$ cat config.mk
export PLATFORM = sky130hd
export DESIGN_NAME = la_wb_arbiter
export DESIGN_NICKNAME = d
export VERILOG_FILES = /design/src/rtl/la_wb_arb_pkg.sv /design/src/rtl/la_wb_arb_rr.sv /design/src/rtl/la_wb_arbiter.sv
export SDC_FILE = /design/constraint.sdc
export NUM_CORES = 1
export LEC_CHECK = 0
export CORE_AREA = 2 2 124 126
export DETAILED_ROUTE_END_ITERATION = 8
export DIE_AREA = 0 0 126 128
export SYNTH_ARGS = -nofsm -noshare
export SYNTH_HDL_FRONTEND = slang
export SYNTH_HIERARCHICAL = 1
export SYNTH_SLANG_ARGS = --single-unit
$ cat constraint.sdc
create_clock -name wb_clk_i -period 2.25 [get_ports wb_clk_i]
set_input_delay 0.3375 -clock wb_clk_i [delete_from_list [all_inputs] [get_ports wb_clk_i]]
set_output_delay 0.3375 -clock wb_clk_i [all_outputs]
set_load 0.05 [all_outputs]
$ cat src/rtl/la_wb_arb_pkg.sv
// Shared types and constants for the la_wb two-master Wishbone arbiter.
package la_wb_arb_pkg;

    localparam int unsigned DefaultAw = 32;
    localparam int unsigned DefaultDw = 32;

    // Read data returned to a master whose slave access timed out
    localparam logic [31:0] TimeoutData = 32'hDEAD_BEEF;

    typedef enum logic [1:0] {
        StIdle = 2'd0,
        StGnt0 = 2'd1,
        StGnt1 = 2'd2
    } arb_state_e;

endpackage

$ cat src/rtl/la_wb_arb_rr.sv
// Two-request round-robin grant picker; on contention the master that was
// not granted last wins.
module la_wb_arb_rr (
    input  logic [1:0] req_i,
    input  logic       last_gnt_i,
    output logic [1:0] gnt_o
);

    always_comb begin
        gnt_o = 2'b00;
        unique case (req_i)
            2'b01:   gnt_o = 2'b01;
            2'b10:   gnt_o = 2'b10;
            2'b11:   gnt_o = last_gnt_i ? 2'b01 : 2'b10;
            default: gnt_o = 2'b00;
        endcase
    end

endmodule

$ cat src/rtl/la_wb_arbiter.sv
// Two-master / one-slave Wishbone arbiter in front of the la_wb register slave.
// Optional slave-ack timeout is enabled by defining LA_WB_ARB_TIMEOUT_EN.
module la_wb_arbiter
    import la_wb_arb_pkg::*;
#(
    parameter int unsigned AW             = DefaultAw,
    parameter int unsigned DW             = DefaultDw,
    parameter int unsigned TIMEOUT_CYCLES = 255
) (
    input  logic            wb_clk_i,
    input  logic            wb_rst_i,

    input  logic            m0_cyc_i,
    input  logic            m0_stb_i,
    input  logic            m0_we_i,
    input  logic [DW/8-1:0] m0_sel_i,
    input  logic [AW-1:0]   m0_adr_i,
    input  logic [DW-1:0]   m0_dat_i,
    output logic            m0_ack_o,
    output logic [DW-1:0]   m0_dat_o,

    input  logic            m1_cyc_i,
    input  logic            m1_stb_i,
    input  logic            m1_we_i,
    input  logic [DW/8-1:0] m1_sel_i,
    input  logic [AW-1:0]   m1_adr_i,
    input  logic [DW-1:0]   m1_dat_i,
    output logic            m1_ack_o,
    output logic [DW-1:0]   m1_dat_o,

    output logic            s_cyc_o,
    output logic            s_stb_o,
    output logic            s_we_o,
    output logic [DW/8-1:0] s_sel_o,
    output logic [AW-1:0]   s_adr_o,
    output logic [DW-1:0]   s_dat_o,
    input  logic            s_ack_i,
    input  logic [DW-1:0]   s_dat_i,

    output logic            timeout_o
);

    arb_state_e state_q, state_d;
    logic       last_gnt_q, last_gnt_d;
    logic [1:0] req, gnt;
    logic       stb_raw;
    logic       to_hit;

    assign req = {m1_cyc_i & m1_stb_i, m0_cyc_i & m0_stb_i};

    la_wb_arb_rr u_rr (
        .req_i      (req),
        .last_gnt_i (last_gnt_q),
        .gnt_o      (gnt)
    );

    // last_gnt resets to 1 so master 0 wins the first contention
    always_ff @(posedge wb_clk_i or negedge wb_rst_i) begin
        if (!wb_rst_i) begin
            state_q    <= StIdle;
            last_gnt_q <= 1'b1;
        end else begin
            state_q    <= state_d;
            last_gnt_q <= last_gnt_d;
        end
    end

    always_comb begin
        state_d = state_q;
        unique case (state_q)
            StIdle: begin
                if (gnt[0]) state_d = StGnt0;
                else if (gnt[1]) state_d = StGnt1;
            end
            StGnt0:  if (!m0_cyc_i) state_d = req[1] ? StGnt1 : StIdle;
            StGnt1:  if (!m1_cyc_i) state_d = req[0] ? StGnt0 : StIdle;
            default: state_d = StIdle;
        endcase

        last_gnt_d = last_gnt_q;
        if (state_d == StGnt0) last_gnt_d = 1'b0;
        else if (state_d == StGnt1) last_gnt_d = 1'b1;
    end

    always_comb begin
        s_cyc_o = 1'b0;
        stb_raw = 1'b0;
        s_we_o  = 1'b0;
        s_sel_o = '0;
        s_adr_o = '0;
        s_dat_o = '0;
        unique case (state_q)
            StGnt0: begin
                s_cyc_o = m0_cyc_i;
                stb_raw = m0_stb_i;
                s_we_o  = m0_we_i;
                s_sel_o = m0_sel_i;
                s_adr_o = m0_adr_i;
                s_dat_o = m0_dat_i;
            end
            StGnt1: begin
                s_cyc_o = m1_cyc_i;
                stb_raw = m1_stb_i;
                s_we_o  = m1_we_i;
                s_sel_o = m1_sel_i;
                s_adr_o = m1_adr_i;
                s_dat_o = m1_dat_i;
            end
            default: begin
            end
        endcase
    end

    // A timed-out access is withdrawn from the slave and acked locally
    assign s_stb_o  = stb_raw & ~to_hit;
    assign m0_ack_o = (state_q == StGnt0) & (s_ack_i | to_hit);
    assign m1_ack_o = (state_q == StGnt1) & (s_ack_i | to_hit);
    assign m0_dat_o = to_hit ? DW'(TimeoutData) : s_dat_i;
    assign m1_dat_o = to_hit ? DW'(TimeoutData) : s_dat_i;

`ifdef LA_WB_ARB_TIMEOUT_EN
    localparam int unsigned CntW = $clog2(TIMEOUT_CYCLES + 1);

    logic [CntW-1:0] cnt_q, cnt_d;
    logic            timeout_q;

    assign to_hit = stb_raw && (cnt_q == CntW'(TIMEOUT_CYCLES));

    always_comb begin
        cnt_d = cnt_q;
        if (state_d != state_q || s_ack_i || to_hit) cnt_d = '0;
        else if (stb_raw) cnt_d = cnt_q + 1'b1;
    end

    always_ff @(posedge wb_clk_i or negedge wb_rst_i) begin
        if (!wb_rst_i) begin
            cnt_q     <= '0;
            timeout_q <= 1'b0;
        end else begin
            cnt_q <= cnt_d;
            if (to_hit) timeout_q <= 1'b1;
        end
    end

    assign timeout_o = timeout_q;
`else
    logic unused_timeout_cycles;

    assign unused_timeout_cycles = ^TIMEOUT_CYCLES;
    assign to_hit                = 1'b0;
    assign timeout_o             = 1'b0;
`endif

endmodule

# After elaboration in Yosys (flattened, before gate mapping)
# Index checks and enable logic that the tools add are counted.
word_totals:
  input_bits: 177
  output_inout_bits: 138
  ff_bits: 3
  elab_cells: 32
classes:
  mux: 17
  n_reduce_logical: 2
  bitwise_logic: 4
  eq_ne: 7
op_table:
  columns: ["operator", "count"]
  rows:
  - ["32-bit one-hot mux with 2 select lines", 2]
  - ["2-bit two-way mux", 6]
  - ["2-bit one-hot mux with 3 select lines", 2]
  - ["2-bit equality test, second input constant", 4]
  - ["4-bit one-hot mux with 2 select lines", 1]
  - ["2-bit by 1-bit equality test with 1-bit output, second input constant", 3]
  - ["1-bit one-hot mux with 2 select lines", 3]
  - ["1-bit AND", 4]
  - ["1-bit two-way mux", 3]
  - ["2-bit zero test", 1]
  - ["2-bit nonzero test", 1]

# Depth between registers and ports, before layout
# Gate-level depths: netlist of the first run.
logic_depth:
  depth_word: 9
  mapped_depth: 9
  depth_no_buf: 8

# Modules after synthesis
# The synthesis of the first run kept the hierarchy.
modules_own_cells:
  columns: ["module", "cells_per_inst", "area_each_um2", "n_inst", "seq_area_each_um2"]
  rows:
  - ["la_wb_arbiter", 258, 1844.3, 1, 76.3]
  - ["la_wb_arb_rr", 3, 18.8, 1, 0.0]

# Worst setup path after synthesis of the first run
# OpenSTA, ideal clock, no wires.
synth_timing:
  path_type: "register -> output"
  from: "register state_q[0]"
  to: "output s_adr_o[0]"
  path_slack_ps: 154
  arrival_ps: 1759
  path_buffers: 1
  required_ps: 1913
  path_stages_with_launch: 5
  path_cell_list: "dfrtp_1 inv_1 ha_1 clkbuf_1 nor2b_1"
synth_via:
  elab_chain_len: 2
  elab_cells_between_ends: 3
  classes_between: "eq/ne (2); mux (1)"
synth_lines:
  columns: ["item", "line_no", "text"]
  rows:
  - ["start, declared", "la_wb_arbiter.sv:43", "arb_state_e state_q, state_d;"]
  - ["start signal, assigned", "la_wb_arbiter.sv:60", "state_q <= StIdle;"]
  - ["start signal, assigned", "la_wb_arbiter.sv:63", "state_q <= state_d;"]
  - ["2-bit equality test or 2-bit by 1-bit equality test with 1-bit output (tied branches)", "la_wb_arbiter.sv:92", "unique case (state_q)"]
  - ["32-bit one-hot mux with 2 select lines *", "la_wb_arbiter.sv:92", null]
  - ["end, declared", "la_wb_arbiter.sv:35", "output logic [AW-1:0] s_adr_o,"]
# Every way passes the cells marked *; elsewhere a longest branch is shown, timed or not.

# Worst setup path in the final report of the first run
layout_timing:
  from: "register state_q[0]"
  to: "output s_cyc_o"
layout_via:
  elab_chain_len: 2
  elab_cells_between_ends: 3
  classes_between: "eq/ne (2); mux (1)"
layout_lines:
  columns: ["item", "line_no", "text"]
  rows:
  - ["2-bit equality test or 2-bit by 1-bit equality test with 1-bit output (tied branches)", "la_wb_arbiter.sv:92", null]
  - ["1-bit one-hot mux with 2 select lines *", "la_wb_arbiter.sv:92", null]
  - ["end, declared", "la_wb_arbiter.sv:31", "output logic s_cyc_o,"]
# Marked as above.

==> results.txt, run 1 <==
----------------------------------------------------
[Synth]
  Sequential element share of the synthesized area ... 4.097%
  Share of the synthesized netlist area taken by xor and xnor gates ... 0%
  Portion of netlist area occupied by mux cells ... 0%
  Gate count after technology mapping ... 261
  Cell types with the largest area share after synthesis ... sky130_fd_sc_hd__a22oi_1 28%, sky130_fd_sc_hd__buf_4 27%, sky130_fd_sc_hd__nor2b_1 24%
  Share of the synthesized area in compound gates (AO/OA/AOI/OAI) ... 31.70%
  Post-Synthesis Cell Area ... 1863 µm²
  Top cell types by occurrence after synthesis ... 72 x sky130_fd_sc_hd__nor2b_1, 70 x sky130_fd_sc_hd__a22oi_1, 67 x sky130_fd_sc_hd__buf_4
  Synthesized area per cell ... 7.138 µm²
  Netlist cell types ... 23
  Share of the synthesized area in the top cell type ... 28.21%
  Most used DFF post-synth ... sky130_fd_sc_hd__dfrtp_1
  Number of storage elements in the synthesis netlist ... 3
  Most frequent cell after synthesis ... sky130_fd_sc_hd__nor2b_1
  Combinational family with the most area after synthesis ... buffers and inverters
  Count of flip-flops with a built-in enable after synthesis ... 0
  Count of warnings emitted by yosys ... 6
  Post-synthesis share of cell area spent on full adders, half adders and majority gates ... 3.358%
  Fraction of synthesis flops using an asynchronous set or reset pin ... 100.0%
  Net count after synthesis ... 443
  Cell taking the most area after synthesis ... sky130_fd_sc_hd__a22oi_1
  Fraction of the mapped netlist area in simple logic gates ... 27.54%

[Floorplanning]
  Height of the chip ... 128 µm
  Initial core utilization ... 12.53%
  Number of primary I/O pins ... 315
  Area of the core ... 14860 µm²
  Die Width ... 126 µm
  Die Area ... 16130 µm²
  Row cnt ... 45

[Timing]
  Final setup margin ... 0.1121 ns
  Total Neg Setup Slack ... 0 ns
  Fraction of the cycle the final worst path needs ... 95.02%
  Min Tclk post-route ... 2.138 ns
  Total count of max-transition violations in the final report ... 0
  Max Clock Skew ... 0.003810 ns
  Hold violation total from the final report ... 0
  Highest achievable clock rate ... 0.4678 GHz
  Number of setup violations in the final report ... 0
  RSZ-0062 raised after global routing ... no

[Critical path]
  RR Startpoint ... state_q[0]
  Worst-path maximum fanout ... 42
  Critical path type ... reg2out
  Worst-case register-to-register setup slack ... 0.25 ns
  Worst path arrival time ... 1.80 ns
  Worst reg2reg endpoint ... last_gnt_q
  Worst reg2reg path depth ... 8
  Sort of element at the start of the critical path ... register
  Most used cell along the critical path ... sky130_fd_sc_hd__buf_12
  Maximum cell stage delay along the critical path ... 0.42 ns
  CP Data Required Time ... 1.91 ns
  Endpoint kind of the worst setup timing path ... output pin
  Worst Setup EP ... s_cyc_o
  Worst path cell trace ... inv_1 > ha_2 > buf_12 > a22o_1 > and2_1 > buf_12
  Worst Setup SP ... state_q[0]
  Library cell contributing the largest single delay on the critical path ... sky130_fd_sc_hd__dfrtp_1

[Global route]
  Gr ovfl total ... 0
  Antenna violations before repair ... 0
  Via count of the first global-routing pass ... 2404
  Overall track demand over capacity in global routing ... 9.187%
  Global-route wire length before repair ... 12130 µm
  Maximum number of pins on one net before global-route repair ... 43

[Clocking]
  Number of sinks on the clock net ... 3
  H-tree depth ... 1
  Worst skew pair latency ... 0.22 ns
  Clock buffer depth ... 2
  Hold-fix buffer count after cts ... 0
  Clock buffer count from CTS ... 3
  TritonCTS clock tree ... built
  Root Driver ... sky130_fd_sc_hd__clkbuf_16
  Post-CTS setup buffers ... 0
  Clock-pin slew on the worst setup and hold paths ... 0.03 ns

[Layout]
  Register area ... 76.32 µm²
  Area used by multi-input combinational logic ... 1182 µm²
  Ratio of cells with drive above 1 in the final layout ... 22.25%
  Nets ... 583
  Area growth from synthesis to final layout ... 146.1%
  Total of fill cells in the finished design ... 1553
  Count of inserted antenna diode cells ... 0
  Final standard cell area without fillers ... 4586 µm²

[Routing]
  Routed wirelength normalized by instance count ... 13.76 µm
  Detailed-route DRC error count ... 0
  Number of iterations in the first detailed-routing pass ... 4
  Violation count after the first detailed-routing iteration ... 63
  Routed via count ... 2360
  Drt via density ... 4.014
  Final antenna-violating net count ... 0
  Final wirelength ... 8092 µm

[Min path]
  Hold Crit Class ... in2async

[Power]
  Pwr/cell area ... 978.0 nW/µm²
  Maximum VDD drop ... 0.4967 mV
  Leakage ... 1.588 nW

[Placement]
  Worst Setup Slack post-DPL ... -0.01907 ns
  Input/output buffers ... 217
  Routability-driven placement congestion ratio ... 0.6743
  Post-place instance area ... 4498 µm²
  Post-DP HPWL ... 7005 µm

[Flow run]
  Maximum Capacitance Violations ... 0

[Run status]
  Outcome ... finished clean

----------------------------------------------------
[cell type report]
class / instances / area share [%]
Sequential cell: 3 / 1.664
Clock buffer: 4 / 1.719
Multi-Input combinational cell: 167 / 25.78
Tap cell: 188 / 5.130
Timing Repair Buffer: 223 / 65.46
Inverter: 3 / 0.2456
[cells in the final DEF, fill, tap and decap left out, types with 2 or more instances in the layout]
| master | n |
|---|---|
| sky130_fd_sc_hd__buf_12 | 77 |
| sky130_fd_sc_hd__nand2_1 | 2 |
| sky130_fd_sc_hd__o21ai_0 | 2 |
| sky130_fd_sc_hd__nor2b_2 | 2 |
| sky130_fd_sc_hd__clkdlybuf4s50_1 | 144 |
| sky130_fd_sc_hd__inv_1 | 3 |
| sky130_fd_sc_hd__ha_2 | 3 |
| sky130_fd_sc_hd__ha_1 | 2 |
| sky130_fd_sc_hd__nor2b_1 | 70 |
| sky130_fd_sc_hd__and2_1 | 5 |
| sky130_fd_sc_hd__dfrtp_1 | 2 |
| sky130_fd_sc_hd__a22oi_1 | 70 |
| sky130_fd_sc_hd__nand3b_1 | 2 |
| sky130_fd_sc_hd__clkbuf_16 | 3 |
[stage by stage]
step                total power, mW  hold WS, ns  instances  util (%)
CTS                           4.520       0.3027        588     30.79
detailed placement            4.219       0.5094        584     30.26
global placement              4.183       0.4921        584     30.26
global route                  4.727       0.3205        588     30.85
floorplan                     2.621      0.04191        261         -
finish                        4.485       0.3000        588     30.85
[worst min-delay path by stage]
stage / slack, ns / end / start
after floorplan: 0.04 / state_q[0] / wb_rst_i
after detailed placement: 0.51 / last_gnt_q / last_gnt_q
after CTS: 0.30 / state_q[1] / wb_rst_i
final: 0.30 / state_q[1] / wb_rst_i
after global placement: 0.49 / last_gnt_q / last_gnt_q
after global routing: 0.32 / state_q[1] / wb_rst_i
[critical path: cells and delay by family, from the launching register on]
family | cells | cell delay (ns)
fa+ha+maj | 1 | 0.24
simple gates | 1 | 0.21
compound gates | 1 | 0.22
buf+inv | 3 | 0.47
flops | 1 | 0.42
[power by group]
group	switching (mW)	leakage [nW]	internal, mW
sequential	0.0260	0.0366	0.0851
combinational	2.11	1.51	1.98
clock	0.0510	0.0382	0.234
total	2.19	1.59	2.29
[flip-flops by register name, indices dropped and copies added, names as in the netlist]
signal,flops
last_gnt_q,1
state_q,2
[kinds of logic (layout without fill, tap and decap cells)]
| group | count (synthesis) | after routing |
|---|---|---|
| fa+ha+maj | 5 | 5 |
| other cells | 1 | 1 |
| flops | 3 | 3 |
| simple gates | 82 | 82 |
| compound gates | 79 | 79 |
| buf+inv | 91 | 230 |
[per-layer routing]
layer | part of all wire, % | vias to the layer above | routed length, µm | GRT usage (%)
li1 | - | 1125 | - | -
met1 | 35 | 1027 | 2821 | 9.902
met3 | 12 | 36 | 933 | 3.381
met5 | 0 | - | 0 | 0
met2 | 49 | 172 | 3974 | 16.16
met4 | 4.5 | 0 | 362 | 4.008
[repair_timing]
| item | in CTS | in global routing |
|---|---|---|
| setup endpoints to repair | 0 | 39 |
| gates resized for setup | 0 | 3 |
| hold endpoints to repair | 0 | 0 |
Note: power is estimated with default switching activity, not from simulation.
==> inputs of run 2 (changes only) <==
CORE_AREA = 8 8 116 118   (was 2 2 124 126)
DIE_AREA = 0 0 124 126   (was 0 0 126 128)
MAX_ROUTING_LAYER = met4   (was unset)
==> results.txt, run 2 (synthesis results as in run 1) <==
----------------------------------------------------
[Layout]
  Flip-flop count of the largest register, all copies and words added ... 2 (unchanged)
  Total of fill cells in the finished design ... 1152 (-26%)
  Area growth from synthesis to final layout ... 143.9%
  Post-layout util ... 38.79% (+7.9 points)
  Ratio of cells with drive above 1 in the final layout ... 23.13% (+0.88 points)
  Register with the most flip-flops ... state_q
  Area used by multi-input combinational logic ... 1187 µm² (+0.42%)
  Register area ... 76.32 µm² (unchanged)
  Registers with the highest flip-flop counts ... state_q (2), last_gnt_q (1)
  Nets ... 585 (+0.34%)
  Final standard cell area without fillers ... 4543 µm² (-0.93%)
  Commonest non-fill, non-tap cells in the layout ... 144 x sky130_fd_sc_hd__clkdlybuf4s50_1, 75 x sky130_fd_sc_hd__buf_12, 70 x sky130_fd_sc_hd__a22oi_1
  Leading cell type in the layout, fill and taps excluded ... sky130_fd_sc_hd__clkdlybuf4s50_1

[Placement]
  Worst Setup Slack post-DPL ... 0.02256 ns (+0.04163 ns)
  Input/output buffers ... 217 (unchanged)
  Post-place instance area ... 4434 µm² (-1.4%)
  Routability-driven placement congestion ratio ... 0.8004 (+19%)
  Post-DP HPWL ... 8637 µm (+23%)

[Floorplanning]
  Initial core utilization ... 15.91% (+3.4 points)
  Area of the core ... 11710 µm² (-21%)
  Die Width ... 124 µm (-1.6%)
  Die Area ... 15620 µm² (-3.1%)
  Height of the chip ... 126 µm (-1.6%)
  Number of primary I/O pins ... 315 (unchanged)
  Row cnt ... 40 (-11%)

[Timing]
  Total count of max-transition violations in the final report ... 0 (unchanged)
  RSZ-0062 raised after global routing ... yes
  Max Clock Skew ... 0.003389 ns (-0.0004201 ns)
  Final setup margin ... 0.1104 ns (-0.001735 ns)
  Min Tclk post-route ... 2.140 ns (+0.001735 ns)
  Hold violation total from the final report ... 0 (unchanged)
  Highest achievable clock rate ... 0.4674 GHz (about the same)
  Fraction of the cycle the final worst path needs ... 95.09% (about the same)
  Number of setup violations in the final report ... 0 (unchanged)
  Total Neg Setup Slack ... 0 ns (unchanged)

[Global route]
  Overall track demand over capacity in global routing ... 11.97% (+2.8 points)
  Global-route wire length before repair ... 14530 µm (+20%)
  Maximum number of pins on one net before global-route repair ... 56 (+30%)
  Gr ovfl total ... 0 (unchanged)
  Antenna violations before repair ... 1 (+1)
  Via count of the first global-routing pass ... 2624 (+9.2%)

[Critical path]
  Worst reg2reg path depth ... 8 (unchanged)
  Worst-case register-to-register setup slack ... 0.23 ns (-0.02 ns)
  Worst Setup EP ... s_stb_o
  Sort of element at the start of the critical path ... register
  Worst-path maximum fanout ... 25 (-40%)
  Critical path type ... reg2out
  Endpoint kind of the worst setup timing path ... output pin
  Worst reg2reg endpoint ... last_gnt_q
  RR Startpoint ... state_q[0]
  Worst path arrival time ... 1.80 ns (about the same)
  Worst Setup SP ... state_q[1]
  CP Data Required Time ... 1.91 ns (about the same)

[Clocking]
  Hold-fix buffer count after cts ... 0 (unchanged)
  Worst skew pair latency ... 0.23 ns (about the same)
  Clock buffer count from CTS ... 3 (unchanged)
  H-tree depth ... 1 (unchanged)
  Number of sinks on the clock net ... 3 (unchanged)
  Root Driver ... sky130_fd_sc_hd__clkbuf_16
  TritonCTS clock tree ... built
  Clock-pin slew on the worst setup and hold paths ... 0.03 ns (about the same)
  Clock buffer depth ... 2 (unchanged)

[Power]
  Relative contribution of combinational cells to total power ... 91.3% (about the same)
  Reported net switching power ... 2.259 mW (+3.1%)
  Cell-internal power ... 2.311 mW (+0.72%)
  Switching share of power ... 49.44% (+0.59 points)
  Sequential cell fraction of total power ... 2.4% (about the same)
  Part of the total power dissipated in the clock network ... 6.2% (-0.2 points)
  Leakage ... 1.598 nW (+0.64%)
  Maximum VDD drop ... 0.4602 mV (-7.3%)
  Pwr/cell area ... 1006 nW/µm² (+2.9%)

[Routing]
  Number of iterations in the first detailed-routing pass ... 4 (unchanged)
  Routed via count ... 2405 (+1.9%)
  Detailed-route DRC error count ... 0 (unchanged)
  Routed wirelength normalized by instance count ... 18.43 µm (+34%)
  Final wirelength ... 10140 µm (+25%)
  Drt via density ... 4.373 (+8.9%)
  Final antenna-violating net count ... 0 (unchanged)
  Violation count after the first detailed-routing iteration ... 64 (+1.6%)

[Flow run]
  Maximum Capacitance Violations ... 0 (unchanged)

[Min path]
  Hold Crit Class ... in2async

[Run status]
  Outcome ... finished clean

----------------------------------------------------
-- run 2: worst min path at each step --
stage / from / end / slack (ns) / depth (start not counted)
2_1_floorplan: wb_rst_i / state_q[0] / 0.04 / 0
3_3_place_gp: last_gnt_q / last_gnt_q / 0.49 / 2
3_5_place_dp: last_gnt_q / last_gnt_q / 0.49 / 2
4_1_cts: wb_rst_i / state_q[1] / 0.30 / 1
5_1_grt: wb_rst_i / state_q[1] / 0.31 / 1
6_report: wb_rst_i / state_q[1] / 0.30 / 1
-- run 2: repair_timing --
action                     CTS  global route
buffers inserted             0             0
setup endpoints to repair    0            19
gates resized for setup      0             9
-- run 2: critical path, cell delays in order (launching register included) --
cell                      delay, ns
sky130_fd_sc_hd__dfrtp_1       0.42
sky130_fd_sc_hd__inv_1         0.10
sky130_fd_sc_hd__ha_2          0.28
sky130_fd_sc_hd__buf_6         0.24
sky130_fd_sc_hd__a22oi_1       0.14
sky130_fd_sc_hd__nor2b_1       0.22
sky130_fd_sc_hd__buf_12        0.17
-- run 2: stage by stage --
stage | power, mW | cells | hold slack (ns)
floorplan | 2.621 | 261 | 0.04191
global placement | 4.268 | 545 | 0.4943
detailed placement | 4.312 | 545 | 0.4898
CTS | 4.603 | 549 | 0.3044
global route | 4.799 | 550 | 0.3144
finish | 4.570 | 550 | 0.3041
-- run 2: layout make-up --
class | instances | area share, %
Clock buffer | 4 | 1.735
Sequential cell | 3 | 1.680
Antenna cell | 1 | 0.05508
Timing Repair Buffer | 225 | 66.10
Inverter | 3 | 0.2479
Multi-Input combinational cell | 167 | 26.14
Tap cell | 147 | 4.048
-- run 2: power groups by stage --
stage               logic [mW]  clock network (mW)  registers, mW
CTS                       4.20               0.288          0.111
floorplan                 2.52                   0          0.102
finish                    4.17               0.285          0.111
global route              4.39               0.296          0.116
detailed placement        4.20                   0          0.111
global placement          4.16                   0          0.107
-- run 2: per-layer routing --
| layer | wire length [µm] | up-vias | GRT usage [%] |
|---|---|---|---|
| li1 | - | 1130 | - |
| met1 | 3743 | 1100 | 12.45 |
| met3 | 906 | 29 | 2.279 |
| met5 | 0 | - | - |
| met4 | 172 | 0 | 2.871 |
| met2 | 5312 | 146 | 22.38 |
==> inputs of run 3 (changes only) <==
CAP_MARGIN = 20   (was unset)
==> results of run 3 <==
The final DEF is identical to that of run 2; final timing and power are the same.
